`src/rtl/adder_pkg.sv`:
```
// Shared types and reset values for the time-shared adder controller.
// Latency: n/a (declarations only).
// Backpressure: n/a.
package adder_pkg;

  // Controller sequencing: arbitrate, add, hold response until accepted.
  typedef enum logic [1:0] {
    IDLE = 2'd0,
    CALC = 2'd1,
    RESP = 2'd2
  } adder_ctrl_state_t;

  // Reset values. Operand, sum, id and pointer registers reset to all-zero.
  localparam adder_ctrl_state_t RST_STATE = IDLE;
  localparam logic              RST_CARRY = 1'b0;

endpackage

```
`src/rtl/adder.sv`:
```
// Plain unsigned adder used as the shared datapath; caller supplies the carry headroom.
// Latency: combinational.
// Backpressure: none.
// Ports: i_a, i_b operands (W bits); o_sum = (i_a + i_b) mod 2^W.
module adder #(
  parameter int W = 9
) (
  input  logic [W-1:0] i_a,
  input  logic [W-1:0] i_b,
  output logic [W-1:0] o_sum
);

  assign o_sum = i_a + i_b;

endmodule

```
`src/rtl/adder_share_ctrl_rr_arbiter.sv`:
```
// Round-robin picker: first set request at or above ptr, wrapping to bit 0.
// Latency: combinational.
// Backpressure: none; the pointer register lives in the caller.
// Ports: req/ptr in; one-hot gnt, binary idx of the winner, any = at least one request.
module rr_arbiter #(
  parameter int N     = 4,
  parameter int PTR_W = $clog2(N)
) (
  input  logic [N-1:0]     req,
  input  logic [PTR_W-1:0] ptr,
  output logic [N-1:0]     gnt,
  output logic [PTR_W-1:0] idx,
  output logic             any
);

  logic [N-1:0]     w_rot;
  logic [PTR_W-1:0] w_off;
  logic [PTR_W:0]   w_sum;

  // Rotate so the pointer position lands at bit 0; the first set bit of the
  // rotated vector is then the distance from ptr to the winner.
  assign w_rot = N'({req, req} >> ptr);

  always_comb begin
    any   = 1'b0;
    w_off = '0;
    for (int j = 0; j < N; j++) begin
      if (!any && w_rot[j]) begin
        any   = 1'b1;
        w_off = PTR_W'(j);
      end
    end
  end

  // Undo the rotation: winner = (ptr + offset) mod N.
  assign w_sum = {1'b0, ptr} + {1'b0, w_off};
  assign idx   = (w_sum >= (PTR_W+1)'(N)) ? PTR_W'(w_sum - (PTR_W+1)'(N)) : w_sum[PTR_W-1:0];
  assign gnt   = any ? (N'(1) << idx) : '0;

endmodule

```
`src/rtl/adder_share_ctrl.sv`:
```
// Time-shares one adder among N_REQ requesters: round-robin grant, registered sum/carry/id response.
// Latency: grant same cycle as request in IDLE; rsp_valid 2 cycles after the grant edge; 3-cycle minimum issue interval.
// Backpressure: response held stable while rsp_ready is low; no grants until the response is accepted.
// Ports: clk, rst_n (sync, active-low); req/a_in/b_in from requesters; gnt one-hot grant;
//        busy; rsp_valid/rsp_ready handshake carrying rsp_id, rsp_sum, rsp_carry.
module adder_share_ctrl
  import adder_pkg::*;
#(
  parameter int N_REQ = 4,
  parameter int WIDTH = 8,
  parameter int ID_W  = $clog2(N_REQ)
) (
  input  logic                   clk,
  input  logic                   rst_n,
  input  logic [N_REQ-1:0]       req,
  input  logic [N_REQ*WIDTH-1:0] a_in,
  input  logic [N_REQ*WIDTH-1:0] b_in,
  output logic [N_REQ-1:0]       gnt,
  output logic                   busy,
  output logic                   rsp_valid,
  input  logic                   rsp_ready,
  output logic [ID_W-1:0]        rsp_id,
  output logic [WIDTH-1:0]       rsp_sum,
  output logic                   rsp_carry
);

  adder_ctrl_state_t r_state;
  adder_ctrl_state_t w_state_nxt;

  logic [ID_W-1:0]  r_rr_ptr;
  logic [WIDTH-1:0] r_op_a;
  logic [WIDTH-1:0] r_op_b;
  logic [WIDTH-1:0] r_sum;
  logic             r_carry;
  logic [ID_W-1:0]  r_id;

  logic [N_REQ-1:0] w_arb_gnt;
  logic [ID_W-1:0]  w_arb_idx;
  logic             w_arb_any;
  logic             w_take;
  logic [ID_W-1:0]  w_ptr_nxt;
  logic [WIDTH:0]   w_add;

  rr_arbiter #(
    .N     (N_REQ),
    .PTR_W (ID_W)
  ) u_arb (
    .req (req),
    .ptr (r_rr_ptr),
    .gnt (w_arb_gnt),
    .idx (w_arb_idx),
    .any (w_arb_any)
  );

  // Single shared adder, one bit wider so the carry falls out as the MSB.
  adder #(
    .W (WIDTH + 1)
  ) u_adder (
    .i_a   ({1'b0, r_op_a}),
    .i_b   ({1'b0, r_op_b}),
    .o_sum (w_add)
  );

  // Requests only count in IDLE; reset also masks the grant so no requester
  // mistakes a reset edge for operand acceptance.
  assign w_take    = (r_state == IDLE) && w_arb_any;
  assign gnt       = (rst_n && r_state == IDLE) ? w_arb_gnt : '0;
  assign w_ptr_nxt = (w_arb_idx == ID_W'(N_REQ - 1)) ? '0 : w_arb_idx + ID_W'(1);

  always_comb begin
    w_state_nxt = r_state;
    case (r_state)
      IDLE:    if (w_arb_any) w_state_nxt = CALC;
      CALC:    w_state_nxt = RESP;
      RESP:    if (rsp_ready) w_state_nxt = IDLE;
      default: w_state_nxt = IDLE;
    endcase
  end

  always_ff @(posedge clk) begin
    if (!rst_n) begin
      r_state  <= RST_STATE;
      r_rr_ptr <= '0;
      r_op_a   <= '0;
      r_op_b   <= '0;
      r_sum    <= '0;
      r_carry  <= RST_CARRY;
      r_id     <= '0;
    end else begin
      r_state <= w_state_nxt;
      if (w_take) begin
        r_op_a   <= a_in[w_arb_idx*WIDTH +: WIDTH];
        r_op_b   <= b_in[w_arb_idx*WIDTH +: WIDTH];
        r_id     <= w_arb_idx;
        r_rr_ptr <= w_ptr_nxt;
      end
      if (r_state == CALC) begin
        {r_carry, r_sum} <= w_add;
      end
    end
  end

  assign busy      = (r_state != IDLE);
  assign rsp_valid = (r_state == RESP);
  assign rsp_id    = r_id;
  assign rsp_sum   = r_sum;
  assign rsp_carry = r_carry;

endmodule
```
`config.mk`:
```
export PLATFORM = sky130hd
export DESIGN_NAME = adder_share_ctrl
export DESIGN_NICKNAME = d
export VERILOG_FILES = /design/src/rtl/adder_pkg.sv /design/src/rtl/adder.sv /design/src/rtl/adder_share_ctrl_rr_arbiter.sv /design/src/rtl/adder_share_ctrl.sv
export SDC_FILE = /design/constraint.sdc
export NUM_CORES = 1
export LEC_CHECK = 0
export CORE_ASPECT_RATIO = 1.75
export CORE_UTILIZATION = 47
export DETAILED_ROUTE_END_ITERATION = 16
export PLACE_DENSITY = 0.83
export SKIP_CTS_REPAIR_TIMING = 1
export SYNTH_ARGS = -nofsm -noshare
export SYNTH_HDL_FRONTEND = slang
export SYNTH_SLANG_ARGS = --single-unit
```
`constraint.sdc`:
```
create_clock -name clk -period 4.2 [get_ports clk]
set_input_delay 0.84 -clock clk [delete_from_list [all_inputs] [get_ports clk]]
set_output_delay 0.84 -clock clk [all_outputs]
set_load 0.02 [all_outputs]
```
==> impl_metrics.toml, run 1 <==
[clocking]
clkTransAtPathRegs_ns = 0.06
cts_sinks = 31
cts_tree = "built"
numCtsBuffers = 5
cts_max_path_buffers = 2
cts-htree-levels = 2
clock_latency_ns = 0.28
cts_root_buf = "clkbuf_8"

[logic_synthesis]
synth-seq-cells = 31
syn_area_per_cell_um2 = 8.487
yosysWarnings = 0
syn_nets = 395
yosysUniqueCellTypes = 46
ys_seq_area_share_pct = 23.36
yosys-top-cells-area = "dfxtp_1 23%, mux2i_1 18%, o41ai_2 9.8%"
yosys.area.top_type_share_pct = 23.36
syn_inst = 313
synth_area_um2 = 2656
yosysTopAreaCell = "dfxtp_1"

[timing]
slew_headroom_pct = 56.14
min_period_ns = 3.915
slew_viol_final = 0
setup_viol = 0
finalHoldWorstSlack_ns = 0.4505
max_freq_mhz = 255.4
tightest_slew_ns = 0.6578
skew_ns = 0.004561
rsz0062_at_grt = "false"
finalCritPeriodShare_pct = 93.22
hold_viol = 0

[worst_setup_path]
regToRegStartpoint = "r_rr_ptr[0]"
slowest_stage = "clkdlybuf4s50_1"
critPathLaunchType = "primary input"
r2r_slack_ns = 1.45
cp_data_arrival_time_ns = 3.08
crit_type = "primary input to output pin"
crit_path_max_incr_delay_ns = 0.46
cp.required_ns = 3.36
critPathMaxFanout = 4
r2r-end = "r_op_a[4]"
worst_setup_path_end_kind = "output pin"
crit_top_cell = "xnor2_4"
ff2ff_path_depth = 8
crit_chain = "clkdlybuf4s50_1 -> nor2_1 -> nor3_1 -> a21oi_1 -> o211ai_1 -> ha_2 -> xnor2_4 -> xnor2_4 -> inv_2 -> ha_1 -> and3_1 -> dlymetal6s2s_1"

[route]
vias = 2656
viasPerCell = 5.615
drt_first_iter_violations = 107
antenna_left = 0
wire_per_inst_um = 13.68
drc = 0
wl_um = 6471
first_pass_iters = 4

[power_and_ir_drop]
internal_power_mw = 1.202
p_sw_mw = 0.9394
p_sw_share_pct = 43.86
power.total_mw = 2.142
p_leak_nw = 1.853
p_comb_share_pct = 66.0
peakVddDrop_uv = 358.3
pwr-share-seq_pct = 22.2
pwr-share-clk_pct = 11.8
power_density_nw_per_um2 = 568.9

[grt]
grt_pass1_wl_um = 10830
gr-total-overflow = 0
antenna_found_initial = 0
grt_pass1_vias = 2604
grt_use_total_pct = 22.82
grt_max_degree = 34

[floorplan]
rows = 35
io_pins = 88
die_y_um = 101.5
core_area_um2 = 5343
start_util_pct = 49.72
die_area_um2 = 5968
die_width_um = 58.83

[cells_and_area]
diodes = 0
final_layout_size_suffix_gt1_share_pct = 12.53
fillCellCount = 446
nets = 480
design_area_um2 = 3765
final_cell_count_no_fill = 473
syn_to_final_growth_pct = 41.73

[placed_design]
dp.cells = 464
placed_cell_area_um2 = 3633
hpwl_um = 4999
io_buffers = 87
gp_congestion = 0.8493

[min_path]
hold_end = "rsp_sum[4]"
hp-class = "register to register"
whs_path_depth = 2
hold_path_startpoint = "rsp_sum[4]"

[job]
drv_cap = 0

[status]
status = "complete, no violations"
Yosys cell counts, drive strengths merged:
master and instances:
o31ai 1, nor4b 1, nor2b 2, inv 5, o311ai 1, and3 35, a32o 1, a21oi 14
xor2 2, or3 1, o41ai 16, nand4b 1, nand3 17, mux2i 48, nand2 47, a2111oi 1
a311oi 1, o21ai 4, buf 12, fa 1, or2 1, nor3 7, o211ai 1, nor4 2
dfxtp 31, ha 10, a31oi 2, clkbuf 13, o32ai 2, a211oi 2, xnor2 5, or4 1
a21o 6, nand2b 6, nor2 12, a32oi 1
cells by family after synthesis:
family | after synthesis | share of synthesized area, %
adder cells (fa/ha/maj) | 11 | 5.464
XOR/XNOR | 7 | 3.015
buffers and inverters | 30 | 5.087
flip-flops | 31 | 23.36
multiplexers | 48 | 18.09
AND/OR/NAND/NOR | 133 | 24.97
AO/OA/AOI/OAI | 53 | 20.02
final cells by class:
cell class	count	area, µm²	area share, %
Timing Repair Buffer	103	1003	26.65
Multi-Input combinational cell	252	1929	51.25
Tap cell	74	92.59	2.459
Inverter	5	18.77	0.4985
Clock buffer	8	100.1	2.659
Sequential cell	31	620.6	16.48
metal layers:
layer / part of all wire, % / GRT usage [%]
met2: 56 / 45.89
met4: 1.9 / 7.326
met1: 38 / 22.96
met5: 0 / 0
met3: 3.3 / 2.937
registers in the layout (all words and copies together), names as in the netlist:
register,cells
rsp_id,2
r_op_a,8
r_state,2
r_rr_ptr,2
r_op_b,8
rsp_carry,1
rsp_sum,8
worst max-delay path by stage:
| stage | slack (ns) | from | endpoint | cells past startpoint |
|---|---|---|---|---|
| global placement | -0.03 | req[1] | gnt[3] | 12 |
| CTS | -0.17 | req[0] | gnt[3] | 12 |
| detailed placement | -0.17 | req[0] | gnt[3] | 12 |
| finish | 0.28 | req[2] | gnt[3] | 12 |
| floorplan | 0.25 | req[2] | gnt[0] | 11 |
| global route | 0.16 | req[1] | gnt[3] | 12 |
power by group through the flow:
stage               clock network, mW  registers (mW)  logic (mW)
floorplan                           0           0.472        1.05
global placement                    0           0.477        1.37
detailed placement                  0           0.480        1.40
CTS                             0.255           0.474        1.41
global route                    0.270           0.490        1.54
finish                          0.254           0.475        1.41
metrics by stage:
step / util, % / setup WS, ns / setup TNS [ns]
2_1_floorplan: - / 0.2488 / 0
3_3_place_gp: 68.01 / -0.02835 / -0.02835
3_5_place_dp: 68.01 / -0.1703 / -0.2928
4_1_cts: 69.88 / -0.1681 / -0.2756
5_1_grt: 70.47 / 0.1592 / 0
6_report: 70.47 / 0.2848 / 0
cells in the final DEF, fill, tap and decap left out, drive strengths merged, types with 2 or more instances in the layout:
| cell | netlist | layout |
|---|---|---|
| clkdlybuf4s50 | 0 | 82 |
| mux2i | 48 | 48 |
| nand2 | 47 | 47 |
| and3 | 35 | 35 |
| dfxtp | 31 | 31 |
| nand3 | 17 | 17 |
| o41ai | 16 | 16 |
| buf | 12 | 16 |
| a21oi | 14 | 14 |
| nor2 | 12 | 12 |
| ha | 10 | 10 |
| clkbuf | 13 | 8 |
| nor3 | 7 | 7 |
| nand2b | 6 | 6 |
| a21o | 6 | 6 |
| dlymetal6s2s | 0 | 5 |
| inv | 5 | 5 |
| xnor2 | 5 | 5 |
| o21ai | 4 | 4 |
| a31oi | 2 | 2 |
| nor4 | 2 | 2 |
| nor2b | 2 | 2 |
| o32ai | 2 | 2 |
| xor2 | 2 | 2 |
| a211oi | 2 | 2 |
worst max-delay path: cells and delay by family:
| kind | cells | cell delay [ns] |
|---|---|---|
| buffers and inverters | 3 | 0.71 |
| and+or+nand+nor | 3 | 0.36 |
| AOI/OAI and AO/OA | 2 | 0.33 |
| xor gates and xnor gates | 2 | 0.38 |
| adders and majority gates | 2 | 0.45 |
Power figures use the tool's default switching activity.
==> run 2, diff against run 1 <==
--- a/config.mk
+++ b/config.mk
@@ -5,6 +5,7 @@
 export SDC_FILE = /design/constraint.sdc
 export NUM_CORES = 1
 export LEC_CHECK = 0
+export CAP_MARGIN = 20
 export CORE_ASPECT_RATIO = 1.75
 export CORE_UTILIZATION = 47
 export DETAILED_ROUTE_END_ITERATION = 16
==> results of run 2 <==
No change in the layout: final DEF, timing and power equal those of run 1.
==> run 3, diff against run 2 <==
--- a/config.mk
+++ b/config.mk
@@ -11,6 +11,7 @@
 export DETAILED_ROUTE_END_ITERATION = 16
 export PLACE_DENSITY = 0.83
 export SKIP_CTS_REPAIR_TIMING = 1
+export SKIP_LAST_GASP = 1
 export SYNTH_ARGS = -nofsm -noshare
 export SYNTH_HDL_FRONTEND = slang
 export SYNTH_SLANG_ARGS = --single-unit
==> results of run 3 <==
No change in the layout: final DEF, timing and power equal those of run 1.
==> RTL edit: new RTL, config.mk and constraints of run 2 <==
Change the parameter `N_REQ` from 4 to 2.
--- a/src/rtl/adder_share_ctrl.sv
+++ b/src/rtl/adder_share_ctrl.sv
@@ -6,7 +6,7 @@
 module adder_share_ctrl
   import adder_pkg::*;
 #(
-  parameter int N_REQ = 4,
+  parameter int N_REQ = 2,
   parameter int WIDTH = 8,
   parameter int ID_W  = $clog2(N_REQ)
 ) (
Interface: changed (5 resized); port bits go from 88 to 51. The function was not compared with the original's and may differ.
==> RTL edit against run 2 <==
Clock skew is essentially flat; worst setup slack gained 0.36 ns; cell area shrank 48%; synthesized area shrank 48%; sequential cell count shrank 2; synthesized cell count shrank 52%; combinational power shrank 86%; core utilization grew 0.76 points; power shrank 66%; sequential power shrank 33%; routed wire length shrank 48%; largest cell class unchanged.
==> RTL edit: results (changes against run 2) <==
----------------------------------------------------
[Clock network]
  Clock tree root buffer cell ... sky130_fd_sc_hd__clkbuf_8
  CTS H-tree lvls ... 2 (unchanged)
  Clock latency on the worst-skew pair ... 0.29 ns
  Num CTS Buffers ... 5 (unchanged)
  Clock transition at the register clock pins on the worst setup and hold paths after CTS ... 0.06 ns (about the same)
  CTS max path bufs ... 2 (unchanged)

[Critical path]
  Worst endpoint data arrival time ... 2.71 ns (-0.37 ns)
  Slowest stage cell, crit path ... sky130_fd_sc_hd__clkdlybuf4s50_1
  CP max stage delay ... 0.60 ns (+0.14 ns)
  Largest fanout on the critical path ... 17 (+13)

[Layout]
  Clk tree area frac ... 4.40% (+1.7 points)
  Layout cell share with drive strength beyond 1 ... 6.00% (-6.5 points)
  Sequential cell count ... 29 (-6.5%)
  Utilization of the core after routing ... 71.2% (+0.76 points)
  Multi-input gate share of total cell area ... 37.0% (-14 points)
  Total of plain and repair buffers excluding clock buffers ... 52 (-50%)
  Sequential cell area ... 581 µm² (-6.5%)
  Fill cell count ... 229 (-49%)
  Inverters ... 5 (unchanged)
  Non-clock buffer share of cell area ... 26.3% (-0.36 points)
  Number of nets in the layout ... 245 (-49%)
  Total area of multi-input combinational cells ... 726 µm² (-62%)
  Layout area overhead ... 41.2%
  Multi-input gates ... 106 (-58%)

[STA]
  Final number of max-transition violations ... 0 (unchanged)
  Max-Slew Margin vs Limit ... 51.9% (-4.2 points)
  Worst Clk Skew ... 0.00492 ns (+0.000359 ns)

[Logic synthesis]
  Synth unique cells ... 36 (-22%)
  Number of nets in the synthesized netlist ... 196 (-50%)
  Largest cells by area after synthesis ... sky130_fd_sc_hd__dfxtp_1 42%, sky130_fd_sc_hd__a222oi_1 12%, sky130_fd_sc_hd__ha_1 7.2%
  Post-synthesis sequential area ratio ... 41.8% (+18 points)
  Ys async rst share ... 0% (unchanged)
  Leading post-synthesis cells by instance count ... 29 x sky130_fd_sc_hd__dfxtp_1, 19 x sky130_fd_sc_hd__nor2_1, 16 x sky130_fd_sc_hd__a222oi_1
  Number of warnings reported in the yosys synthesis log ... 0 (unchanged)

[Route]
  Final WL ... 3370 µm (-48%)
  Number of search-and-repair iterations in the first detailed-routing pass ... 7 (+3)
  Initial DRC count ... 81 (-24%)
  Number of vias after detailed routing ... 1365 (-49%)

[Outcome]
  Status ... completed

[Hold path]
  Type of the most critical hold path ... flop to flop

[Placement]
  HPWL after detailed placement ... 2530 µm (-49%)
  Placed inst area ... 1870 µm² (-49%)
  Routability Congestion ... 0.927 (+9.1%)
  Port-buffer cells ... 50 (-43%)

[GRT]
  Antenna violations before repair ... 0 (unchanged)
  Global-route wire length before repair ... 5370 µm (-50%)
  Global Route Usage Sum ... 22.6% (-0.27 points)
  Via count of the first global-routing pass ... 1255 (-52%)
  Largest net degree at the start of global routing ... 25 (-26%)

[Pwr]
  Static leakage ... 0.787 nW (-58%)
  Worst IR Drop VDD ... 0.355 mV (-1.0%)

----------------------------------------------------
RTL edit: metrics by stage:
stage	worst slack [ns]	hold WS, ns	instances	power [mW]
2_1_floorplan	1.82	0.462	150	0.439
3_3_place_gp	0.692	0.444	218	0.506
3_5_place_dp	0.667	0.448	218	0.511
4_1_cts	0.668	0.456	226	0.734
5_1_grt	0.550	0.477	227	0.765
6_report	0.649	0.454	227	0.730
RTL edit: per-layer routing:
metal | wire length (µm) | global-route usage (%) | share of wire, %
met1 | 1220 | 22.9 | 36
met2 | 1890 | 39.8 | 56
met3 | 174 | 6.14 | 5.2
met4 | 79 | 13.8 | 2.3
met5 | 0 | 0 | 0
RTL edit: power breakdown:
part	internal, mW	total [mW]	switching [mW]
sequential	0.301	0.318	0.0174
clock	0.114	0.220	0.106
combinational	0.0982	0.191	0.0931
RTL edit: cell families (layout without fill, tap and decap cells):
group / count (synthesis) / count (layout) / synth area share (%)
AOI/OAI and AO/OA: 46 / 46 / 24.6
muxes: 2 / 2 / 1.62
and+or+nand+nor: 45 / 45 / 14.9
adders and majority gates: 9 / 9 / 8.65
buffers and inverters: 15 / 65 / 5.95
xor gates and xnor gates: 4 / 4 / 2.52
DFF: 29 / 29 / 41.8
RTL edit: worst paths after layout:
kind	from	end	slack [ns]	cells past startpoint
worst max-delay path	req[0]	gnt[0]	0.65	4
worst min-delay path	rsp_sum[0]	rsp_sum[0]	0.45	2
worst max register to register	r_op_a[1]	rsp_sum[7]	2.53	5
worst min register to register	rsp_sum[0]	rsp_sum[0]	0.45	2
RTL edit: critical path, delay by kind of cell:
kind	cells	cell delay, ns
buffers and inverters	2	1.14
and+or+nand+nor	2	0.73
